**src/rtl/cpu_datapath.sv**
```systemverilog
// Execution datapath: general register file, RA/RC, a shared internal bus and a small
// logic ALU, all driven one instruction per clock by decoded control strobes.
module cpu_datapath #(
  parameter int WIDTH = 8,
  parameter int NREGS = 8
) (
  input  logic             clk,
  input  logic             rst,
  input  logic [2:0]       regSel,
  input  logic [2:0]       aluSel,
  input  logic             Rin,
  input  logic             Rout,
  input  logic             RAin,
  input  logic             RCout,
  input  logic             genConst,
  input  logic [2:0]       dbgSel,
  output logic [WIDTH-1:0] dbgVal,
  output logic [WIDTH-1:0] bus,
  output logic [WIDTH-1:0] raVal,
  output logic [WIDTH-1:0] rcVal,
  output logic             zero,
  output logic             busErr
);

  logic [WIDTH-1:0] r_reg [NREGS];
  logic [WIDTH-1:0] ra_reg;
  logic [WIDTH-1:0] rc_reg;
  logic             zero_reg;
  logic             bus_err_reg;

  logic [1:0]       drv_count;
  logic             conflict;
  logic             rc_we;
  logic             ra_we;
  logic             reg_we;
  logic [WIDTH-1:0] const_val;
  logic [WIDTH-1:0] alu_next;

  assign drv_count = {1'b0, Rout} + {1'b0, RCout} + {1'b0, genConst};
  assign conflict  = (drv_count > 2'd1);
  assign const_val = {{(WIDTH-3){1'b0}}, regSel};

  // A contested bus reads as zero so nothing downstream latches garbage.
  always_comb begin
    bus = '0;
    if (!conflict) begin
      if (Rout)
        bus = r_reg[regSel];
      else if (RCout)
        bus = rc_reg;
      else if (genConst)
        bus = const_val;
    end
  end

  always_comb begin
    alu_next = bus;
    case (aluSel)
      3'd0:    alu_next = bus;
      3'd1:    alu_next = ~bus;
      3'd2:    alu_next = ra_reg & bus;
      3'd3:    alu_next = ra_reg | bus;
      3'd4:    alu_next = ra_reg ^ bus;
      default: alu_next = bus;
    endcase
  end

  assign rc_we  = ((Rout & ~RAin) | genConst) & ~conflict & (aluSel <= 3'd4);
  assign ra_we  = RAin & ~conflict;
  assign reg_we = Rin & ~conflict;

  genvar gi;
  generate
    for (gi = 0; gi < NREGS; gi = gi + 1) begin : g_regs
      localparam logic [2:0] IDX = 3'(gi);
      always_ff @(posedge clk) begin
        if (rst)
          r_reg[gi] <= '0;
        else if (reg_we && (regSel == IDX))
          r_reg[gi] <= bus;
      end
    end
  endgenerate

  always_ff @(posedge clk) begin
    if (rst) begin
      ra_reg      <= '0;
      rc_reg      <= '0;
      zero_reg    <= 1'b1;
      bus_err_reg <= 1'b0;
    end else begin
      if (ra_we)
        ra_reg <= bus;
      if (rc_we) begin
        rc_reg   <= alu_next;
        zero_reg <= (alu_next == '0);
      end
      if (conflict)
        bus_err_reg <= 1'b1;
    end
  end

  assign dbgVal = r_reg[dbgSel];
  assign raVal  = ra_reg;
  assign rcVal  = rc_reg;
  assign zero   = zero_reg;
  assign busErr = bus_err_reg;

endmodule

```
**config.mk**
```make
export PLATFORM = sky130hd
export DESIGN_NAME = cpu_datapath
export DESIGN_NICKNAME = d
export VERILOG_FILES = /design/src/rtl/cpu_datapath.sv
export SDC_FILE = /design/constraint.sdc
export NUM_CORES = 1
export LEC_CHECK = 0
export CELL_PAD_IN_SITES_DETAIL_PLACEMENT = 0
export CELL_PAD_IN_SITES_GLOBAL_PLACEMENT = 1
export CORE_ASPECT_RATIO = 1.5
export CORE_MARGIN = 2
export CORE_UTILIZATION = 35
export DETAILED_ROUTE_END_ITERATION = 12
export GPL_TIMING_DRIVEN = 0
export PLACE_DENSITY = 0.66
export SYNTH_ARGS = -nofsm -noshare
export SYNTH_HDL_FRONTEND = slang
export SYNTH_SLANG_ARGS = --single-unit
```
**constraint.sdc**
```tcl
create_clock -name clk -period 5.8 [get_ports clk]
set_input_delay 0.87 -clock clk [delete_from_list [all_inputs] [get_ports clk]]
set_output_delay 0.87 -clock clk [all_outputs]
set_load 0.02 [all_outputs]
```
Word-level counts from Yosys, hierarchy flattened

Memories as Yosys holds them, arrays and structs flattened.
Index checks and enable logic that the tools add are counted.

Register bits after elaboration: 18
RAM bits: 64
Input bits: 16
Output and inout port bits: 34
Memories kept: 1

Memory list:

| memory | depth | bits a word | read ports | clocked after memory_dff | wr ports | RTL line | text |
|---|---|---|---|---|---|---|---|
| r_reg  | 8     | 8           | 2          | 0                        | 8        | 25       | `logic [WIDTH-1:0] r_reg [NREGS];` |

Add/sub/neg operators: 2
Order comparisons: 2
Equality and inequality tests: 11
Mux-type cells: 39
Bitwise gates (word level): 20
Reductions and logical operators: 10

Operator list:

| cell                                                          | count |
|---|---|
| 2-to-1 mux 8 bit                                              | 11 |
| case mux 8 bit (4 select lines)                               | 1 |
| 2-to-1 mux 1 bit                                              | 26 |
| equality test 3 bit, second input constant                    | 5 |
| equality test 3 x 2 -> 1 bit, second input constant           | 4 |
| OR 1 bit                                                      | 9 |
| AND 8 bit                                                     | 1 |
| logical AND 1 bit                                             | 8 |
| zero test 8 bit                                               | 1 |
| NOT 8 bit                                                     | 1 |
| OR 8 bit                                                      | 1 |
| XOR 8 bit                                                     | 1 |
| equality test 3 x 1 -> 1 bit, second input constant           | 2 |
| AND 1 bit                                                     | 5 |
| <= comparator 3 bit, second input constant                    | 1 |
| zero test 3 bit                                               | 1 |
| 2-to-1 mux 3 bit                                              | 1 |
| adder 1 x 1 -> 2 bit                                          | 1 |
| adder 2 x 1 -> 2 bit                                          | 1 |
| greater-than comparator 2 x 1 -> 1 bit, second input constant | 1 |
| NOT 1 bit                                                     | 2 |

Logic depth before layout (Yosys ltp)

Gate-level depths: netlist (run 1).

Depth in word-level cells: 10
Gate-level depth with buffers: 17
Depth with buffers taken out: 13

Worst setup path before layout (run 1)

Ideal clock, no wire load.

Path kind: in2reg
From: input Rout
To: register rc_reg[7], in the netlist rcVal[7]
Library setup time: 0.063 ns
Arrival time: 3.731 ns
Required time: 5.737 ns
Path slack: 2.006 ns
Stages on the path: 14
Path buffers: 2
Cell sequence: ha_1 a21o_1 clkbuf_1 or4b_4 and2_1 clkbuf_1 inv_1 ha_1 o32ai_1 nor3b_1 a211oi_1 a2111o_1 o21a_1 nor2_2

Cells in the longest elaborated chain, start to end: 6
Elaborated cells between the ends (all ways): 15
Those cells by class: 2 x add/sub; 1 x order compare; 3 x mux; 9 x bitwise

RTL lines:

| what                                    | RTL line | text |
|---|---|---|
| start, declared                         | 12       | `input logic Rout,` |
| adder 1 x 1 -> 2 bit                    | 39       | `assign drv_count = {1'b0, Rout} + {1'b0, RCout} + {1'b0, genConst};` |
| adder 2 x 1 -> 2 bit                    | 39       |  |
| greater-than comparator 2 x 1 -> 1 bit  | 40       | `assign conflict = (drv_count > 2'd1);` |
| 2-to-1 mux 8 bit (*)                    | 46       | `if (!conflict) begin` |
| net bus[7]                              | 18       | `output logic [WIDTH-1:0] bus,` |
| XOR 8 bit, or another cell as far along | 63       | `3'd4: alu_next = ra_reg ^ bus;` |
| case mux 8 bit (4 select lines) (*)     | 58       | `case (aluSel)` |
| end signal, assigned                    | 95       | `rc_reg <= alu_next;` |
| end, declared                           | 27       | `logic [WIDTH-1:0] rc_reg;` |

Mark *: on every way through the listed nets, which the timed path passes. The rest lies on a longest branch.
A chain may end at the register's enable or synchronous reset.

Final worst setup path (run 1)

From: input genConst
To: output bus[3]

Cells in the longest elaborated chain, start to end: 3

RTL lines:

| what                                   | RTL line | text |
|---|---|---|
| start, declared                        | 15       | `input logic genConst,` |
| adder 2 x 1 -> 2 bit                   | 39       |  |
| greater-than comparator 2 x 1 -> 1 bit | 40       |  |
| 2-to-1 mux 8 bit                       | 46       |  |
| end, declared                          | 18       |  |

No other way between the ends.

==> impl_summary.log, run 1 <==
[metrics] count of different cell masters after synthesis: 55
[metrics] Placer Congestion: about 0.9
[metrics] slowest cell on the critical path: sky130_fd_sc_hd__clkdlybuf4s50_1
[metrics] average wire per cell in the routed design: around 21 um
[metrics] maximum fanout along the worst path: 10
[metrics] arrival time of the worst setup path: 4160 ps
[metrics] Max Freq: around 200 MHz
[metrics] Die Height: roughly 150 um
[metrics] number of buffers on the longest clock path: 2
[metrics] number of detailed-route iterations in the first pass: 5
[metrics] crit path launch type: input port
[metrics] TritonCTS clock tree: done
[metrics] cells traversed along the worst timing path: clkdlybuf4s50_1, ha_1, nor4b_1, clkbuf_1, and2_1, a31oi_1, clkbuf_1, inv_1, clkdlybuf4s50_1
[metrics] HPWL reported at the end of detailed placement: between 10 and 15 mm
[metrics] Congestion Overflow GR: 0
[metrics] final count of pins violating max slew: 0
[metrics] number of flops mapped to enable cells by yosys: between 60 and 70
[metrics] WHS Path Cells: 2
[metrics] Relative slew margins: between 10% and 20%
[metrics] initial core utilization: a little over a third
[metrics] final wirelength: roughly 15 mm
[metrics] fraction of final layout cells with drive strength greater than 1: around an eighth
[metrics] average cell area after synthesis: approximately 11 sq um
[metrics] post-detailed-route via-to-cell ratio: 5.51
[metrics] clock-pin transition on the worst setup and hold timing paths: ~60 ps
[metrics] class of the worst hold path: flop to flop
[metrics] power per standard cell area: roughly 250 mW/mm^2
[metrics] async set or reset register ratio after synthesis: 0%
[metrics] I/O pins: 50
[metrics] max-cap violations: 0
[metrics] first-pass GRT wire length: around 23 mm
[metrics] die footprint: 0.0156 sq mm
[metrics] placeable core region: around 0.014 sq mm
[metrics] pin count of the biggest net entering global routing: 16
[metrics] number of nets in the finished design: 561
[metrics] source-to-sink clock delay at the later pin of the worst-skew pair: around 340 ps
[metrics] clock root buffer master: sky130_fd_sc_hd__clkbuf_16
[metrics] vias in the first global route: between 4,000 and 5,000
[metrics] Total GRT Usage: 20.0%
[metrics] number of placement rows: 54
[metrics] residual antenna-violating net count after detailed routing: 0
[metrics] Final period util: between 80% and 90%
[metrics] leading register cell type out of synthesis: sky130_fd_sc_hd__edfxtp_1
[metrics] maximum VDD drop: approximately 130 uV
[metrics] flip-flop count of the largest register, all copies and words added: 64
[metrics] DRC violation total after the first TritonRoute iteration: around 230
[metrics] number of warning messages in the yosys log: 0
[metrics] required time at the worst-slack endpoint: 4930 ps
[metrics] post-detailed-route DRC marker count: 0
[metrics] Crit Path Class: input port to output pin
[metrics] Die X-Extent: 103 um
[metrics] cts-stage hold buffer count: 0
[metrics] slowest cell delay on critical path: 610 ps
[metrics] overall via count from detail_route: 4,014
[metrics] Final Hold Fails: 0
[metrics] cells after synthesis: roughly 470
[metrics] FF-to-FF path depth: 13
[metrics] Post-Place Cells: between 700 and 800
[metrics] total number of H-tree levels: 3
[metrics] Seq cells post-synth: between 80 and 90
[metrics] final setup skew: approximately 11 ps
[metrics] leakage power total: 2.22 nW
[metrics] net count after synthesis: 505
[metrics] result of the run: completed
[metrics] CTS sink cnt: 82
[metrics] number of buffers created by CTS: 9
[metrics] mapped cell area: roughly 0.0051 sq mm
[metrics] transition time at the pin with the least slew margin: approximately 1300 ps
[metrics] Resized cells post-CTS: 0
[metrics] number of antenna violations at the first check in global routing: 0
[metrics] synthesis-to-layout area growth: 19.1%
[metrics] critical path endpoint category: output pin
[metrics] count of placed standard cells in the final layout, fillers left out: approximately 730
[metrics] unrepaired setup endpoints after global routing: false
[metrics] number of diodes added for antenna fixing: 0
[metrics] I/O Buffers: between 40 and 50
[metrics] number of setup violations in the final report: 0
[metrics] Post-CTS Setup Inserts: 0
[metrics] minimum clock period after layout: 5030 ps
[metrics] final hold slack: around 470 ps
[metrics] Seq/Total Area, Yosys: between 40% and 50%
[metrics] Final TNS setup: 0 ps
[layout by cell type (no fill, tap or decap), types with 6 or more instances in the layout]
cell,synthesis,final
sky130_fd_sc_hd__a221oi_1,9,9
sky130_fd_sc_hd__dfxtp_1,18,18
sky130_fd_sc_hd__clkbuf_1,19,19
sky130_fd_sc_hd__mux4_1,9,9
sky130_fd_sc_hd__edfxtp_1,64,64
sky130_fd_sc_hd__nand2b_1,9,9
sky130_fd_sc_hd__clkbuf_16,0,9
sky130_fd_sc_hd__nor2b_1,9,9
sky130_fd_sc_hd__clkdlybuf4s50_1,0,43
sky130_fd_sc_hd__o211ai_1,6,6
sky130_fd_sc_hd__o21ai_0,15,12
sky130_fd_sc_hd__nand2_1,24,24
sky130_fd_sc_hd__mux2i_1,19,19
sky130_fd_sc_hd__mux4_2,18,18
sky130_fd_sc_hd__mux2_2,12,12
sky130_fd_sc_hd__nand3_1,6,6
sky130_fd_sc_hd__a211oi_1,9,9
sky130_fd_sc_hd__inv_1,25,25
sky130_fd_sc_hd__a21oi_1,22,22
sky130_fd_sc_hd__ha_1,17,17
sky130_fd_sc_hd__nor2_1,98,98
[synth_stat cells (2+ instances only)]
library cell,instances,area (sq um)
sky130_fd_sc_hd__a32oi_1,2,17.5
sky130_fd_sc_hd__nand3_1,6,30.0
sky130_fd_sc_hd__buf_1,3,11.3
sky130_fd_sc_hd__inv_1,25,93.8
sky130_fd_sc_hd__a31oi_1,3,18.8
sky130_fd_sc_hd__a22oi_1,2,15.0
sky130_fd_sc_hd__dfxtp_1,18,360
sky130_fd_sc_hd__nand4_1,3,18.8
sky130_fd_sc_hd__nand2b_1,9,56.3
sky130_fd_sc_hd__a311oi_1,2,17.5
sky130_fd_sc_hd__o32ai_1,2,17.5
sky130_fd_sc_hd__mux2i_1,19,190
sky130_fd_sc_hd__nor2b_1,9,56.3
sky130_fd_sc_hd__a221oi_1,9,78.8
sky130_fd_sc_hd__o21a_1,4,30.0
sky130_fd_sc_hd__and2_1,4,25.0
sky130_fd_sc_hd__o211ai_1,6,45.0
sky130_fd_sc_hd__mux2_2,12,135
sky130_fd_sc_hd__a21o_1,3,22.5
sky130_fd_sc_hd__o31ai_1,4,30.0
sky130_fd_sc_hd__ha_1,17,213
sky130_fd_sc_hd__edfxtp_1,64,1920
sky130_fd_sc_hd__buf_2,4,20.0
sky130_fd_sc_hd__a211oi_1,9,67.6
sky130_fd_sc_hd__nand2_1,24,90.1
sky130_fd_sc_hd__nor2_1,98,368
sky130_fd_sc_hd__mux4_1,9,236
sky130_fd_sc_hd__mux4_2,18,405
sky130_fd_sc_hd__nor3_1,3,15.0
sky130_fd_sc_hd__clkbuf_1,19,71.3
sky130_fd_sc_hd__a22oi_2,2,25.0
sky130_fd_sc_hd__o21ai_0,15,75.1
sky130_fd_sc_hd__a21oi_1,22,110
sky130_fd_sc_hd__buf_6,2,22.5
[power by group]
group	switching, mW	internal, mW
Sequential	0.0212	0.662
Combinational	0.181	0.130
Clock	0.254	0.293
[critical path, delay by kind of cell]
kind                       cells  cell delay (ps)
and+or+nand+nor                2              800
adders and majority gates      1              290
buffers and inverters          5             2110
AOI/OAI and AO/OA              1               70
[cell families after synthesis]
family,synth area share [%]
buffers and inverters,4.93
multiplexers,19.3
AO/OA/AOI/OAI,12.2
adder cells (fa/ha/maj),4.17
flip-flops,44.7
AND/OR/NAND/NOR,14.7
[layer usage]
layer	track usage [%]	routed length (um)	share of wire (%)
met5	0	0	0
met4	5.65	282	1.9
met3	2.85	582	3.9
met2	38.9	8750	58
met1	21.6	5430	36
[area by class of cell]
cell class                      instances  area, sq um
Clock inverter                          6         50.0
Sequential cell                        82         2280
Multi-Input combinational cell        334         2580
Clock buffer                            9          225
Tap cell                              196          245
Timing Repair Buffer                   45          443
Fill cell                            1382         8320
Buffer                                 31          158
Inverter                               25         93.8
[final timing paths]
path | endpoint | start | slack, ps
worst max-delay path | bus[3] | genConst | 770
worst min-delay path | zero$_SDFFE_PP1P_ | zero$_SDFFE_PP1P_ | 470
worst max register to register | zero$_SDFFE_PP1P_ | r_reg[2][7]$_SDFFCE_PN0P_ | 2210
worst min register to register | zero$_SDFFE_PP1P_ | zero$_SDFFE_PP1P_ | 470
[metrics by stage]
stage               worst slack (ps)  util, %  cell area [sq um]  total power, mW
floorplan                       2010        -               5100            0.887
global placement                 808     40.1               5780             1.00
detailed placement               813     40.3               5790             1.01
CTS                              795     42.2               6070             1.55
global route                     636     42.2               6070             1.61
finish                           769     42.2               6070             1.54
(Power assumes the default switching activity.)
==> run 2, diff against run 1 <==
Settings changed: CTS_CLUSTER_SIZE set to 25.
==> results of run 2 <==
No change in the layout: final DEF, timing and power equal those of run 1.
==> run 3, diff against run 2 <==
Settings changed: CTS_BUF_LIST set to sky130_fd_sc_hd__clkbuf_16.
==> results of run 3 <==
No change in the layout: final DEF, timing and power equal those of run 1.
